**src/rtl/link_delay_stage_pkg.sv**
```systemverilog
// Shared types and constants for the fixed-latency link stage (package link_pkg).
package link_pkg;

  localparam int unsigned LINK_MAX_DELAY = 8;
  localparam int unsigned LINK_DATA_W    = 8;
  // Width that holds 0..LINK_MAX_DELAY beats in flight.
  localparam int unsigned LINK_CNT_W     = $clog2(LINK_MAX_DELAY + 1);

  typedef enum logic [1:0] {
    IDLE,
    ACTIVE,
    DRAIN
  } link_state_e;

  typedef struct packed {
    logic                   valid;
    logic [LINK_DATA_W-1:0] data;
  } link_beat_t;

endpackage

```
**src/rtl/link_delay_stage_if.sv**
```systemverilog
// Transmit/receive bundle of the link stage; master = transmitter/checker side, slave = the stage.
interface link_delay_stage_if
  import link_pkg::*;
#(
  parameter int unsigned DATA_W = LINK_DATA_W
);

  logic                  en;
  logic                  tx_valid;
  logic [DATA_W-1:0]     tx_data;
  logic                  rx_valid;
  logic [DATA_W-1:0]     rx_data;
  logic [7:0]            rx_seq;
  logic [LINK_CNT_W-1:0] inflight;
  logic                  busy;
  logic [15:0]           drop_cnt;

  modport master (
    output en, tx_valid, tx_data,
    input  rx_valid, rx_data, rx_seq, inflight, busy, drop_cnt
  );

  modport slave (
    input  en, tx_valid, tx_data,
    output rx_valid, rx_data, rx_seq, inflight, busy, drop_cnt
  );

endinterface

```
**src/rtl/link_delay_stage_pipe.sv**
```systemverilog
// DELAY-stage beat shift register (module link_pipe); stage DELAY-1 is the output stage.
module link_pipe
  import link_pkg::*;
#(
  parameter int unsigned DELAY  = 2,
  parameter type         beat_t = link_beat_t
) (
  input  logic  clk,
  input  logic  rst,
  input  beat_t beat_i,
  output beat_t beat_o
);

  beat_t stage_q [DELAY];

  // NOTE: every stage is cleared on reset, not just the valid bits, so beats in
  // flight at reset are lost and the output data reads zero immediately after.
  always_ff @(posedge clk) begin
    if (rst) begin
      for (int i = 0; i < DELAY; i++) stage_q[i] <= '0;
    end else begin
      stage_q[0] <= beat_i;
      for (int i = 1; i < DELAY; i++) stage_q[i] <= stage_q[i-1];
    end
  end

  assign beat_o = stage_q[DELAY-1];

endmodule

```
**src/rtl/link_delay_stage.sv**
```systemverilog
// Fixed-latency link stage: DELAY-cycle beat pipe plus IDLE/ACTIVE/DRAIN control and counters.
// Define LINK_DELAY_ASSERT_EN to compile in the latency/origin/occupancy assertions.
module link_delay_stage
  import link_pkg::*;
#(
  parameter int unsigned DELAY  = 2,            // legal range 1..LINK_MAX_DELAY
  parameter int unsigned DATA_W = LINK_DATA_W
) (
  input logic               clk,
  input logic               rst,
  link_delay_stage_if.slave link
);

  typedef struct packed {
    logic              valid;
    logic [DATA_W-1:0] data;
  } beat_t;

  link_state_e           state_q;
  logic [LINK_CNT_W-1:0] inflight_q, inflight_d;
  logic [7:0]            rx_seq_q;
  logic [15:0]           drop_cnt_q;
  logic                  busy_q;
  logic                  accepted;
  beat_t                 beat_in, beat_out;

  assign accepted = link.tx_valid && link.en && (state_q != DRAIN);

  // NOTE: each always_comb assigns every output before any condition, so no latch is inferred.
  always_comb begin
    beat_in.valid = accepted;
    beat_in.data  = accepted ? link.tx_data : '0;
    inflight_d    = inflight_q;
    if (accepted && !beat_out.valid)      inflight_d = inflight_q + 1'b1;
    else if (!accepted && beat_out.valid) inflight_d = inflight_q - 1'b1;
  end

  link_pipe #(
    .DELAY  (DELAY),
    .beat_t (beat_t)
  ) u_pipe (
    .clk    (clk),
    .rst    (rst),
    .beat_i (beat_in),
    .beat_o (beat_out)
  );

  // NOTE: all state here uses non-blocking assignments so every register sees
  // the pre-edge values of the others, regardless of statement order.
  always_ff @(posedge clk) begin
    if (rst) begin
      state_q    <= IDLE;
      busy_q     <= 1'b0;
      inflight_q <= '0;
      rx_seq_q   <= '0;
      drop_cnt_q <= '0;
    end else begin
      inflight_q <= inflight_d;
      if (beat_out.valid) rx_seq_q <= rx_seq_q + 8'd1;
      if (link.tx_valid && !accepted && (drop_cnt_q != 16'hFFFF))
        drop_cnt_q <= drop_cnt_q + 16'd1;

      unique case (state_q)
        IDLE: begin
          if (accepted) begin
            state_q <= ACTIVE;
            busy_q  <= 1'b1;
          end
        end
        ACTIVE: begin
          if (inflight_d == '0) begin
            state_q <= IDLE;
            busy_q  <= 1'b0;
          end else if (!link.en) begin
            state_q <= DRAIN;
          end
        end
        DRAIN: begin
          // Enable is ignored here: only an empty pipe ends the drain.
          if (inflight_d == '0) begin
            state_q <= IDLE;
            busy_q  <= 1'b0;
          end
        end
        default: begin
          state_q <= IDLE;
          busy_q  <= 1'b0;
        end
      endcase
    end
  end

  assign link.rx_valid = beat_out.valid;
  assign link.rx_data  = beat_out.data;
  assign link.rx_seq   = rx_seq_q;
  assign link.inflight = inflight_q;
  assign link.busy     = busy_q;
  assign link.drop_cnt = drop_cnt_q;

`ifdef LINK_DELAY_ASSERT_EN
  a_latency: assert property (@(posedge clk) disable iff (rst)
    accepted |-> ##DELAY link.rx_valid)
    $info("link_delay_stage: beat delivered after %0d cycles", DELAY);
  else
    $warning("link_delay_stage: accepted beat missing after %0d cycles", DELAY);

  a_origin: assert property (@(posedge clk) disable iff (rst)
    link.rx_valid |-> $past(accepted, DELAY));

  a_inflight: assert property (@(posedge clk) disable iff (rst)
    inflight_q <= LINK_CNT_W'(DELAY));
`else
  // Default build carries no checking logic; behaviour is unchanged.
`endif

endmodule

```
**src/flat_wrapper.sv**
```systemverilog
// flat-port wrapper written by rule: the top's interface ports become plain ports
module link_delay_stage_flat import link_pkg::*;
#(
  parameter int unsigned DELAY  = 2,                                            
  parameter int unsigned DATA_W = LINK_DATA_W
)
  (clk, rst, link_en, link_tx_valid, link_tx_data, link_rx_valid, link_rx_data, link_rx_seq, link_inflight, link_busy, link_drop_cnt);
  link_delay_stage_if #(.DATA_W(DATA_W)) link_i ();
  input logic clk;
  input logic rst;
  input wire logic [$bits(link_i.en)-1:0] link_en;
  input wire logic [$bits(link_i.tx_valid)-1:0] link_tx_valid;
  input wire logic [$bits(link_i.tx_data)-1:0] link_tx_data;
  output wire logic [$bits(link_i.rx_valid)-1:0] link_rx_valid;
  output wire logic [$bits(link_i.rx_data)-1:0] link_rx_data;
  output wire logic [$bits(link_i.rx_seq)-1:0] link_rx_seq;
  output wire logic [$bits(link_i.inflight)-1:0] link_inflight;
  output wire logic [$bits(link_i.busy)-1:0] link_busy;
  output wire logic [$bits(link_i.drop_cnt)-1:0] link_drop_cnt;
  assign link_i.en = link_en;
  assign link_i.tx_valid = link_tx_valid;
  assign link_i.tx_data = link_tx_data;
  assign link_rx_valid = link_i.rx_valid;
  assign link_rx_data = link_i.rx_data;
  assign link_rx_seq = link_i.rx_seq;
  assign link_inflight = link_i.inflight;
  assign link_busy = link_i.busy;
  assign link_drop_cnt = link_i.drop_cnt;
  link_delay_stage #(.DELAY(DELAY), .DATA_W(DATA_W)) u_core (.clk(clk), .rst(rst), .link(link_i));
endmodule
```
**config.mk**
```make
export PLATFORM = sky130hd
export DESIGN_NAME = link_delay_stage_flat
export DESIGN_NICKNAME = d
export VERILOG_FILES = /design/src/rtl/link_delay_stage_pkg.sv /design/src/rtl/link_delay_stage_if.sv /design/src/rtl/link_delay_stage_pipe.sv /design/src/rtl/link_delay_stage.sv /design/src/flat_wrapper.sv
export SDC_FILE = /design/constraint.sdc
export NUM_CORES = 1
export LEC_CHECK = 0
export CAP_MARGIN = 0
export CORE_MARGIN = 8
export CORE_UTILIZATION = 46
export CTS_BUF_LIST = sky130_fd_sc_hd__clkbuf_4
export CTS_CLUSTER_DIAMETER = 150
export DETAILED_ROUTE_END_ITERATION = 10
export HOLD_SLACK_MARGIN = 0.05
export PLACE_DENSITY = 0.77
export SETUP_SLACK_MARGIN = 0.1
export SLEW_MARGIN = 25
export SYNTH_ARGS = -nofsm -noshare
export SYNTH_HDL_FRONTEND = slang
export SYNTH_HIERARCHICAL = 1
export SYNTH_SLANG_ARGS = --single-unit
```
**constraint.sdc**
```tcl
create_clock -name clk -period 2.3 [get_ports clk]
set_input_delay 0.345 -clock clk [delete_from_list [all_inputs] [get_ports clk]]
set_output_delay 0.345 -clock clk [all_outputs]
set_load 0.02 [all_outputs]
```
* Word level (Yosys, flattened, before mapping)
Memory sizes are Yosys's and may differ from the RTL's.
Cells that the tools add are included.
W data, S select, Z words.
** Operators by class
- $add $sub $neg :: 4
- Multiply operators :: 0
- Div/mod/pow operators :: 0
- Order comparisons :: 0
- Equality and inequality tests :: 8
- Shift operators :: 0
- Muxes and demuxes :: 16
- Bitwise gates (word level) :: 2
- Reductions and logical operators :: 13
** Operators by type and width (count)
- $mux W9 :: 2
- $add A16 B1 Y16 const B :: 1
- $ne A16 B16 Y1 const B :: 1
- $add A8 B1 Y8 const B :: 1
- $mux W2 :: 4
- $mux W4 :: 2
- $mux W8 :: 1
- $logic_and A1 B1 Y1 :: 6
- $ne A2 B1 Y1 const B :: 3
- $pmux W2 S3 :: 1
- $mux W1 :: 5
- $add A4 B1 Y4 const B :: 1
- $logic_not A4 Y1 :: 1
- $sub A4 B1 Y4 const B :: 1
- $ne A3 B2 Y1 const B :: 1
- $reduce_and A3 Y1 :: 1
- $eq A2 B1 Y1 const B :: 1
- $eq A2 B2 Y1 const B :: 1
- $logic_not A1 Y1 :: 2
- $logic_not A2 Y1 :: 1
- $ne A2 B2 Y1 const B :: 1
- $or A1 B1 Y1 :: 2
- $pmux W1 S2 :: 1
- $reduce_and A2 Y1 :: 1
- $reduce_or A2 Y1 :: 1
** Word-level totals
- Register bits after elaboration :: 31
- Bits in latches :: 0
- RAM bits :: 18
- ROM bits :: 0
- Bits of input ports :: 12
- Output and inout port bits :: 38
- Word-level logic and storage cells :: 49
- Memories kept :: 1
** Memory list
- u_core.u_pipe.stage_q :: words 2, width 9, read ports 2, clocked after memory_dff 0, write ports 2, line link_delay_stage_pipe.sv:14 : beat_t stage_q [DELAY];

* Logic depth before layout (Yosys ltp)
Gate-level depths: netlist (run 1).
- Word-level depth :: 9
- Depth in mapped cells :: 9
- Gate-level depth less buffers :: 9

* Hierarchy
The synthesis (run 1) kept the hierarchy.
** By module, submodules not included
- link_delay_stage :: instances 1, cells an instance 194, area each 1622.8 µm²
- link_pipe :: instances 1, cells an instance 46, area each 556.8 µm²

* Worst setup path before layout (run 1)
OpenSTA, ideal clock, no wires.
- Path kind :: register -> register
- From :: register u_core.inflight_q[0], in the netlist u_core/link.inflight[0]
- To :: register u_core.state_q[0]
- Arrival :: 2105 ps
- Path slack :: 120 ps
- Stages on the path, launching flop included :: 9
- Buffers on the path :: 0
- Period minus slack after synthesis :: 2180 ps
- Path through :: dfxtp_1 -> inv_1 -> ha_1 -> nand2_1 -> o22ai_1 -> xor2_1 -> or4_4 -> or3_1 -> a31oi_1
** Between the ends
- Cells in the longest elaborated chain, start to end :: 6
- Elaborated cells between the ends (all ways) :: 10
** RTL lines
- start: declaration :: line link_delay_stage.sv:20 : logic [LINK_CNT_W-1:0] inflight_q, inflight_d;
- start signal: assignment :: line link_delay_stage.sv:58 : inflight_q <= inflight_d;
- $sub A4 B1 Y4 :: line link_delay_stage.sv:35 : else if (!accepted && beat_out.valid) inflight_d = inflight_q - 1'b1;
- $mux W4 :: line link_delay_stage.sv:35
- $mux W4 * :: line link_delay_stage.sv:34 : if (accepted && !beat_out.valid) inflight_d = inflight_q + 1'b1;
- $logic_not A4 Y1 * :: line link_delay_stage.sv:71, link_delay_stage.sv:80
- $ne A3 B2 Y1 (no source line) (tied with other cells)
- $reduce_and A3 Y1 (no source line) or $pmux W2 S3 (tied branches)
- end signal: assignment :: line link_delay_stage.sv:72 : state_q <= IDLE;
- end signal: assignment :: line link_delay_stage.sv:75 : state_q <= DRAIN;
- end signal: assignment :: line link_delay_stage.sv:81 : state_q <= IDLE;
- end: declaration :: line link_delay_stage.sv:19 : link_state_e state_q;
Mark *: on every way between the ends. The rest lies on a longest branch, timed or not.
A chain may end at the register's enable or synchronous reset.

* Final worst setup path (run 1)
- From :: register u_core.state_q[0]
- To :: register u_core.state_q[0]
** Between the ends
- Cells in the longest elaborated chain, start to end :: 9
- Elaborated cells between the ends (all ways) :: 17
** RTL lines
- start signal: assignment :: line link_delay_stage.sv:52 : state_q <= IDLE;
- start signal: assignment :: line link_delay_stage.sv:66 : state_q <= ACTIVE;
- start signal: assignment :: line link_delay_stage.sv:72
- $ne A2 B2 Y1 :: line link_delay_stage.sv:27 : assign accepted = link.tx_valid && link.en && (state_q != DRAIN);
- $logic_and A1 B1 Y1 :: line link_delay_stage.sv:27
- $logic_not A1 Y1 :: line link_delay_stage.sv:35
- $logic_and A1 B1 Y1 :: line link_delay_stage.sv:35
- $mux W4 :: line link_delay_stage.sv:35
- $mux W4 :: line link_delay_stage.sv:34
- $logic_not A4 Y1 :: line link_delay_stage.sv:71, link_delay_stage.sv:80
- $ne A3 B2 Y1 (no source line) (tied with other cells)
- $reduce_and A3 Y1 (no source line) or $pmux W2 S3 (tied branches)
Several ways; a longest one is shown, not always the timed one.

==> summary.md, run 1 <==
| Metric | Value |
|---|---|
| First-pass GRT wire length | `7479 um` |
| Cell Pwr Density | `550.5 mW/mm2` |
| Final period utilization | `0.9419` |
| Grt ovf | `0` |
| Synth cell types | `38` |
| Status | `finished, final reports clean` |
| Worst Path Arrival | `2.46 ns` |
| TNS Setup | `0 ns` |
| Design Power | `0.001572 W` |
| Sequential area share after synthesis | `0.4501` |
| Min-delay worst type | `register to register` |
| Hold-fix buffer count after cts | `0` |
| # port buffers | `49` |
| Yosys reg bits | `49` |
| Synth area leader | `dfxtp_1` |
| CP required | `2.59 ns` |
| Post-Synthesis Cells | `240` |
| Avg Cell Area, Syn | `9.082 um2` |
| Post-synth EDFFs | `0` |
| Core area | `0.004661 mm2` |
| Synth top area share | `0.4501` |
| Endpoints failing hold | `0` |
| Final WS setup | `0.1336 ns` |
| First-pass DRT Iterations | `4` |
| Max Clock Freq | `0.4616 GHz` |
| Slowest CP cell | `or4_4` |
| Clock Sinks | `49` |
| Worst-Margin Slew | `0.5840 ns` |
| CTS max path bufs | `2` |
| Die Y-Extent | `84.84 um` |
| Critical path peak fanout | `6` |
| Inserted Diodes | `0` |
| Clock Latency Late Sink | `0.35 ns` |
| NumNets Final | `315` |
| Crit path cell chain | `inv_2 -> ha_4 -> nand3b_4 -> o311a_1 -> or4_4 -> or3_1 -> a31oi_1` |
| Max rail drop VDD | `0.2726 mV` |
| Io pins | `50` |
| WL met1 | `2054 um` |
| Slew Viols, Final | `0` |
| CP endpoint kind | `register` |
| Global Route Usage Sum | `0.1244` |
| Mapped Area | `0.002180 mm2` |
| Vias per cell | `5.034` |
| Min Tclk post-route | `2.166 ns` |
| Worst clock skew | `0.004242 ns` |
| Synth top area cells | `dfxtp_1, xor2_1, nor2_1` |
| Gp weighted congestion | `0.8022` |
| Max-Cap Viols | `0` |
| Crit-path max cell delay | `0.56 ns` |
| Met2 WL | `2050 um` |
| Number of DRC markers in iteration 0 | `65` |
| Vias in the first global route | `1672` |
| Area Growth Syn to Fin | `31.00%` |
| Share of cells above drive strength 1 | `0.1111` |
| Yosys warns | `6` |
| Initial Utilization | `0.4677` |
| Slew Limit Headroom | `0.6095` |
| DP Worst Slack | `-0.1478 ns` |
| Leak | `1.122 nW` |
| TritonCTS clock tree | `done` |
| Antenna-violating nets left | `0` |
| Largest net degree at the start of global routing | `19` |
| FP Rows | `25` |
| Post-Route WL | `4342 um` |
| CP startpoint kind | `register` |
| Via Count | `1767` |
| CTS Buf Count | `5` |
| Async set-reset flop share out of synthesis | `0` |
| Horiz. Die Dim | `84.84 um` |
| RSZ-0062 raised after global routing | `yes` |
| Initial antenna violation count | `0` |
| Total Die Area | `0.007197 mm2` |
| Drt wl/cell | `12.37 um` |
| Critical path type | `register to register` |
| Detailed Place HPWL | `3141 um` |
| DP Area | `0.002760 mm2` |
| Clk pin slew, worst setup/hold paths | `0.14 ns` |
| Syn Nets | `259` |
| H-tree levels | `2` |
| # DRC | `0` |
| Final Cell Area | `0.002855 mm2` |
| Main synth FF type | `dfxtp_1` |
| Routed length on met3 | `196 um` |
| Fillcell total | `408` |
| Highest metal used | `met4` |
| Setup Viol. Count Final | `0` |
| Clock Root Buffer | `clkbuf_4` |
## final timing paths
path / start / to / slack, ns / cells past startpoint
worst min register to register: u_core/u_pipe/stage_q[0][8] / u_core/u_pipe/stage_q[0][17] / 0.45 / 1
worst max register to register: u_core/state_q[0] / u_core/state_q[0] / 0.13 / 7
worst max-delay path: u_core/state_q[0] / u_core/state_q[0] / 0.13 / 7
worst min-delay path: u_core/u_pipe/stage_q[0][8] / u_core/u_pipe/stage_q[0][17] / 0.45 / 1
## metrics by stage
step | cells | util | hold slack [ns]
after floorplan | 240 | - | 0.4109
after global placement | 341 | 0.5922 | 0.4154
after detailed placement | 341 | 0.5922 | 0.4207
after CTS | 349 | 0.6056 | 0.4542
after global routing | 351 | 0.6126 | 0.4683
final | 351 | 0.6126 | 0.4505
## synth_stat cells, drive strengths merged, types with 9 or more instances
| master | n |
|---|---|
| nor2b | 13 |
| nand2 | 17 |
| xnor2 | 9 |
| a21oi | 10 |
| nor2 | 25 |
| xor2 | 12 |
| inv | 10 |
| nand4 | 9 |
| and2 | 10 |
| dfxtp | 49 |
| buf | 12 |
## critical path, delay by kind of cell, from the launching register on
family / cells / cell delay (ns)
flip-flops: 1 / 0.37
adder cells (fa/ha/maj): 1 / 0.17
buffers and inverters: 1 / 0.05
AO/OA/AOI/OAI: 2 / 0.44
AND/OR/NAND/NOR: 3 / 1.08
## sequential cells by signal, indices dropped and copies added, names as in the netlist
register,flops
u_core/link.busy,1
u_core/link.drop_cnt,16
u_core/link.inflight,4
u_core/link.rx_seq,8
u_core/state_q,2
u_core/u_pipe/stage_q,18
## final cells by class
type	instances	area, um2	area share
Clock buffer	5	37.54	0.01315
Tap cell	54	67.56	0.02366
Clock inverter	3	21.27	0.007450
Inverter	10	37.54	0.01315
Multi-Input combinational cell	164	1071	0.3751
Sequential cell	49	985.9	0.3453
Timing Repair Buffer	66	634.4	0.2222
## layout by cell type (no fill, tap or decap), drive strengths merged, types with 7 or more instances in the layout
| cell | count |
|---|---|
| clkdlybuf4s50 | 49 |
| nor2 | 25 |
| dfxtp | 49 |
| and2b | 7 |
| ha | 7 |
| buf | 17 |
| xor2 | 12 |
| inv | 11 |
| nor2b | 13 |
| nand2 | 17 |
| nand4 | 9 |
| nand3 | 7 |
| a21oi | 10 |
| and2 | 10 |
| xnor2 | 9 |
| or3 | 7 |
## timing repair
action / 4_1_cts / 5_1_grt
resized for setup: 2 / 6
setup buffers: 0 / 2
endpoints found under the setup margin: 3 / 3
pin swaps: 0 / 2
## layer usage
metal	vias up	GRT usage
li1	905	-
met1	827	0.1473
met2	33	0.2105
met3	2	0.03089
met4	0	0.04854
met5	-	0
## logic make-up (layout without fill, tap and decap cells)
logic type,Yosys count,in the layout,share of synthesized area
adders and majority gates,7,7,0.04018
buffers and inverters,27,84,0.06429
xor gates and xnor gates,21,21,0.08439
and+or+nand+nor,107,107,0.2709
AOI/OAI and AO/OA,26,26,0.07635
DFF,49,49,0.4501
muxes,3,3,0.01378
## report_power, final
group | switching, W | internal (W) | total (W)
combinational | 0.000133 | 0.000146 | 0.000279
sequential | 0.0000192 | 0.000875 | 0.000895
clock | 0.000277 | 0.000122 | 0.000398
Power figures use the tool's default switching activity.
==> inputs of run 2 (changes only) <==
--- a/config.mk
+++ b/config.mk
@@ -13,6 +13,7 @@
 export DETAILED_ROUTE_END_ITERATION = 10
 export HOLD_SLACK_MARGIN = 0.05
 export PLACE_DENSITY = 0.77
+export REMOVE_ABC_BUFFERS = 1
 export SETUP_SLACK_MARGIN = 0.1
 export SLEW_MARGIN = 25
 export SYNTH_ARGS = -nofsm -noshare
==> run 2 against run 1 <==
  * Cell count fell by 1.1%
  * Clock power rose by 27%
  * Routed wire length rose by 1.2%
  * Global-route usage fell by 0.21 points
  * Sequential share of layout area barely moved
  * Highest routed layer unchanged
==> summary.md, run 2 (synthesis gave the netlist of run 1 again) <==
| Metric | Value |
|---|---|
| Max-Cap Viols | `0` |
| Antenna-violating nets left | `0` |
| Setup Viol. Count Final | `0` |
| Clock Sinks | `49` |
| Grt ovf | `0` |
| TritonCTS clock tree | `done` |
| Inserted Diodes | `0` |
| Global-route track usage on met3 | `0.03378` |
| Post-Route WL | `4392 um` |
| Clk pin slew, worst setup/hold paths | `0.15 ns` |
| Most frequent cells in the layout | `clkdlybuf4s50_1, dfxtp_1, nor2_1` |
| Crit-path max cell delay | `0.52 ns` |
| Core Util, Final | `0.6161` |
| Vias per cell | `5.014` |
| Initial antenna violation count | `0` |
| Slowest CP cell | `or4_4` |
| TNS Setup | `0 ns` |
| Gr busiest metal | `met2` |
| CTS Buf Count | `5` |
| Register area | `992.2 um2` |
| # DRC | `0` |
| NumNets Final | `311` |
| # port buffers | `49` |
| Drt wl/cell | `12.66 um` |
| Endpoints failing hold | `0` |
| Area Growth Syn to Fin | `31.74%` |
| Max Clock Freq | `0.4539 GHz` |
| Cell Pwr Density | `588.5 mW/mm2` |
| Crit path cell chain | `inv_2 -> ha_4 -> nand3b_4 -> inv_1 -> o22ai_1 -> xor2_1 -> or4_4 -> or3_4 -> a31oi_1` |
| Max rail drop VDD | `0.3326 mV` |
| Status | `finished, final reports clean` |
| Worst-Margin Slew | `0.5404 ns` |
| Commonest non-fill, non-tap cell in the layout | `clkdlybuf4s50_1` |
| Fillcell total | `418` |
| CTS max path bufs | `2` |
| Worst clock skew | `0.01890 ns` |
| Clock Latency Late Sink | `0.36 ns` |
| CP endpoint kind | `register` |
| Critical path type | `register to register` |
| Via Count | `1740` |
| Global Route Usage Sum | `0.1223` |
| Reg with most FFs | `u_core/u_pipe/stage_q` |
| Slew Limit Headroom | `0.6397` |
| First-pass DRT Iterations | `5` |
| Met1 GRT Util | `0.1341` |
| Critical path peak fanout | `5` |
| CP startpoint kind | `register` |
| Die Y-Extent | `84.84 um` |
| Slew Viols, Final | `0` |
| Routing usage on met2 | `0.2090` |
| Number of DRC markers in iteration 0 | `58` |
| Share of cells above drive strength 1 | `0.1126` |
| Detailed Place HPWL | `3099 um` |
| Min-delay worst type | `register to register` |
| Horiz. Die Dim | `84.84 um` |
| Min Tclk post-route | `2.203 ns` |
| Largest net degree at the start of global routing | `50` |
| Gp weighted congestion | `0.7688` |
| Largest register FFs | `18` |
| FP Rows | `25` |
| Vias in the first global route | `1644` |
| Total Die Area | `0.007197 mm2` |
| H-tree levels | `2` |
| Initial Utilization | `0.4677` |
| Clock Root Buffer | `clkbuf_4` |
| Worst Path Arrival | `2.47 ns` |
| Core area | `0.004661 mm2` |
| First-pass GRT wire length | `7258 um` |
| CP required | `2.57 ns` |
| Final period utilization | `0.9580` |
| RSZ-0062 raised after global routing | `yes` |
| Leak | `1.123 nW` |
| Io pins | `50` |
| Multi-input gate area | `0.001089 mm2` |
## run 2: final cells by class
type / count / share of cell area
timing repair buffer: 62 / 0.2105
tap: 54 / 0.02353
clock buffer: 5 / 0.01307
multi-input combinational: 164 / 0.3791
sequential: 49 / 0.3455
clock inverter: 3 / 0.01525
inverter: 10 / 0.01307
## run 2: path summary, 6_finish.rpt
| kind | slack (ns) | from | endpoint | cells past startpoint |
|---|---|---|---|---|
| setup / recovery | 0.1 | u_core/state_q[0] | u_core/state_q[0] | 9 |
| setup reg to reg | 0.1 | u_core/state_q[0] | u_core/state_q[0] | 9 |
| hold reg to reg | 0.45 | u_core/u_pipe/stage_q[0][6] | u_core/u_pipe/stage_q[0][15] | 1 |
| hold / removal | 0.45 | u_core/u_pipe/stage_q[0][6] | u_core/u_pipe/stage_q[0][15] | 1 |
## run 2: where the power goes
part / internal (W) / switching (W)
Sequential: 0.000876 / 0.0000208
Combinational: 0.000149 / 0.000139
Clock: 0.000231 / 0.000274
## run 2: metrics by stage
step	cell area [um2]	total power (W)	hold WS (ns)	instances	worst slack, ns
after global routing	2872	0.001789	0.4633	347	0.01000
after floorplan	2077	0.001061	0.4096	223	-0.04468
after global placement	2723	0.001164	0.4165	336	-0.1071
after CTS	2821	0.001698	0.4542	345	0.1181
after detailed placement	2723	0.001174	0.4212	336	-0.1845
final	2872	0.001690	0.4522	347	0.09665
## run 2: worst max-delay path, delay by kind of cell (launching register included)
| kind | cells | cell delay (ns) |
|---|---|---|
| flops | 1 | 0.36 |
| fa+ha+maj | 1 | 0.16 |
| buf+inv | 2 | 0.15 |
| simple gates | 3 | 1.04 |
| xor+xnor | 1 | 0.17 |
| compound gates | 2 | 0.27 |
## run 2: layer usage
layer	routed length, um	vias to the layer above
li1	-	896
met1	1935	790
met2	2127	40
met3	199	14
met4	129	0
met5	0	-
## run 2: what timing repair did
item | CTS | global route
endpoints found under the setup margin | 3 | 3
hold endpoints to repair | 0 | 0
pin swaps | 1 | 1
resized for setup | 6 | 7
hold buffers | 0 | 0
setup buffers | 1 | 2
==> inputs of run 3 (changes only) <==
--- a/config.mk
+++ b/config.mk
@@ -11,8 +11,9 @@
 export CTS_BUF_LIST = sky130_fd_sc_hd__clkbuf_4
 export CTS_CLUSTER_DIAMETER = 150
 export DETAILED_ROUTE_END_ITERATION = 10
-export HOLD_SLACK_MARGIN = 0.05
+export HOLD_SLACK_MARGIN = 0.06
 export PLACE_DENSITY = 0.77
+export RECOVER_POWER = 25
 export REMOVE_ABC_BUFFERS = 1
 export SETUP_SLACK_MARGIN = 0.1
 export SLEW_MARGIN = 25
==> run 3 against run 2 <==
  * Sequential power barely moved
  * Clock power about the same
  * Fmax hardly changed
  * Combinational power hardly changed
  * Count of clock-buffer cells in the layout unchanged
  * Flip-flop and latch count unchanged
  * Hold slack worse by 0.0013 ns
  * Highest routed layer unchanged
==> summary.md, run 3 (synthesis gave the netlist of run 1 again) <==
| Metric | Value |
|---|---|
| Status | `finished, final reports clean` |
| Post-Route WL | `4385 um` |
| Cell Int Power | `0.001255 W` |
| Crit Reg-Reg Endpoint | `u_core/state_q[0]` |
| Crit path cell chain | `inv_2 -> ha_4 -> nand3b_4 -> inv_1 -> o22ai_1 -> xor2_1 -> or4_4 -> or3_4 -> a31oi_1` |
| Crit-path max cell delay | `0.52 ns` |
| Critical path type | `register to register` |
| Cell Pwr Density | `588.9 mW/mm2` |
| DP Worst Slack | `-0.1845 ns` |
| TritonCTS clock tree | `done` |
| Vias per cell | `4.980` |
| Worst Reg2Reg Path Length in Cells | `9` |
| RSZ-0062 raised after global routing | `yes` |
| Drt wl/cell | `12.64 um` |
| CTS Buf Count | `5` |
| Comb pwr share | `0.170` |
| NumNets Final | `311` |
| Final Cell Area | `0.002868 mm2` |
| CTS max path bufs | `2` |
| Die Y-Extent | `84.84 um` |
| Most frequent cells in the layout | `clkdlybuf4s50_1, dfxtp_1, nor2_1` |
| Hold_ws | `0.4509 ns` |
| Worst-Margin Slew | `0.5404 ns` |
| Hold_sp | `u_core/u_pipe/stage_q[0][2]` |
| Endpoints failing hold | `0` |
| Slew Viols, Final | `0` |
| Min Tclk post-route | `2.204 ns` |
| Number of DRC markers in iteration 0 | `59` |
| First-pass GRT wire length | `7258 um` |
| Final period utilization | `0.9581` |
| Gp weighted congestion | `0.7688` |
| Design Power | `0.001689 W` |
| Critical path peak fanout | `5` |
| Max-Cap Viols | `0` |
| H-tree levels | `2` |
| Part of the power in registers | `0.531` |
| Reg2reg setup slack | `0.1 ns` |
| Reg with most FFs | `u_core/u_pipe/stage_q` |
| CP required | `2.57 ns` |
| Via Count | `1728` |
| Largest register FFs | `18` |
| Vias in the first global route | `1644` |
| Slowest CP cell | `or4_4` |
| Antenna-violating nets left | `0` |
| FP Rows | `25` |
| Global Route Usage Sum | `0.1223` |
| Final WS setup | `0.09639 ns` |
| CP startpoint kind | `register` |
| DP Area | `0.002723 mm2` |
| Worst clock skew | `0.01955 ns` |
| Horiz. Die Dim | `84.84 um` |
| Core area | `0.004661 mm2` |
| Setup Viol. Count Final | `0` |
| Io pins | `50` |
| Total Die Area | `0.007197 mm2` |
| Clock Sinks | `49` |
| CP endpoint kind | `register` |
| Max rail drop VDD | `0.3312 mV` |
| # DRC | `0` |
| # port buffers | `49` |
| Area Growth Syn to Fin | `31.57%` |
| Share of cells above drive strength 1 | `0.1092` |
| Commonest non-fill, non-tap cell in the layout | `clkdlybuf4s50_1` |
| First-pass DRT Iterations | `4` |
| Switching Share | `0.2568` |
| Leak | `1.118 nW` |
| Largest net degree at the start of global routing | `50` |
| Grt ovf | `0` |
| Final cell count without fillers | `347` |
| Detailed Place HPWL | `3099 um` |
| Slew Limit Headroom | `0.6397` |
| Reg2reg start | `u_core/state_q[0]` |
| Worst Hold Path EP | `u_core/u_pipe/stage_q[0][11]` |
| Initial antenna violation count | `0` |
| Min-delay worst type | `register to register` |
| Hold path depth | `1` |
| Clk pin slew, worst setup/hold paths | `0.15 ns` |
| Max Clock Freq | `0.4538 GHz` |
| Sw Pwr | `0.0004337 W` |
| Clock Latency Late Sink | `0.36 ns` |
| Clock share of power | `0.299` |
| Inserted Diodes | `0` |
| Inst Count DP | `336` |
| Hold-fix buffer count after cts | `0` |
| Worst Path Arrival | `2.47 ns` |
| Initial Utilization | `0.4677` |
| Clock Root Buffer | `clkbuf_4` |
==> run 3: cell types whose count changed in the layout (fill, tap and decap cells not counted), sizes merged <==
cell           delta
clkdlybuf4s50     -1
buf               -1
clkbuf            +1
dlygate4sd3       +1
==> run 3: worst max-delay path by stage <==
stage	from	to	slack, ns
after floorplan	u_core/state_q[0]	u_core/state_q[0]	-0.04
after global placement	link_tx_valid	u_core/state_q[0]	-0.11
after detailed placement	link_tx_valid	u_core/state_q[0]	-0.18
after CTS	u_core/state_q[0]	u_core/state_q[0]	0.12
after global routing	u_core/state_q[0]	u_core/state_q[0]	0.01
final	u_core/state_q[0]	u_core/state_q[0]	0.1
==> run 3: cell type report <==
| class | instances | area [um2] |
|---|---|---|
| fill | 420 | 1793 |
| multi-input combinational | 164 | 1089 |
| sequential | 49 | 992.2 |
| timing repair buffer | 62 | 600.6 |
| tap | 54 | 67.56 |
| clock inverter | 3 | 43.79 |
| clock buffer | 5 | 37.54 |
| inverter | 10 | 37.54 |
==> run 3: worst max-delay path: cells and delay by family (launching register included) <==
family	cells	cell delay [ns]
AO/OA/AOI/OAI	2	0.27
buffers and inverters	2	0.15
flip-flops	1	0.36
AND/OR/NAND/NOR	3	1.04
XOR/XNOR	1	0.17
adder cells (fa/ha/maj)	1	0.16
==> run 3: layer usage <==
metal / GRT usage / up-vias / wire, um
li1: - / 896 / -
met1: 0.1341 / 784 / 1939
met2: 0.2090 / 36 / 2126
met3: 0.03378 / 12 / 197
met4: 0.06796 / 0 / 123
met5: 0 / - / 0
==> run 3: repair_timing <==
action / in CTS / in global routing
endpoints found under the setup margin: 3 / 3
gates cloned: 0 / 0
hold endpoints to repair: 0 / 0
setup buffers: 1 / 2
gates resized for setup: 6 / 7
pin swaps: 1 / 1
==> run 3: stage by stage <==
stage                     setup TNS [ns]    util
after floorplan                 -0.05462       -
after global placement           -0.2554  0.5842
after detailed placement         -0.4764  0.5842
after CTS                              0  0.6054
after global routing                   0  0.6153
final                                  0  0.6153
==> run 3: power by group through the flow <==
stage,logic [W],registers (W),clock network [W]
2_1_floorplan,0.000132,0.000928,0
3_3_place_gp,0.000251,0.000913,0
3_5_place_dp,0.000259,0.000915,0
4_1_cts,0.000273,0.000897,0.000528
5_1_grt,0.000315,0.000902,0.000571
6_report,0.000287,0.000897,0.000505
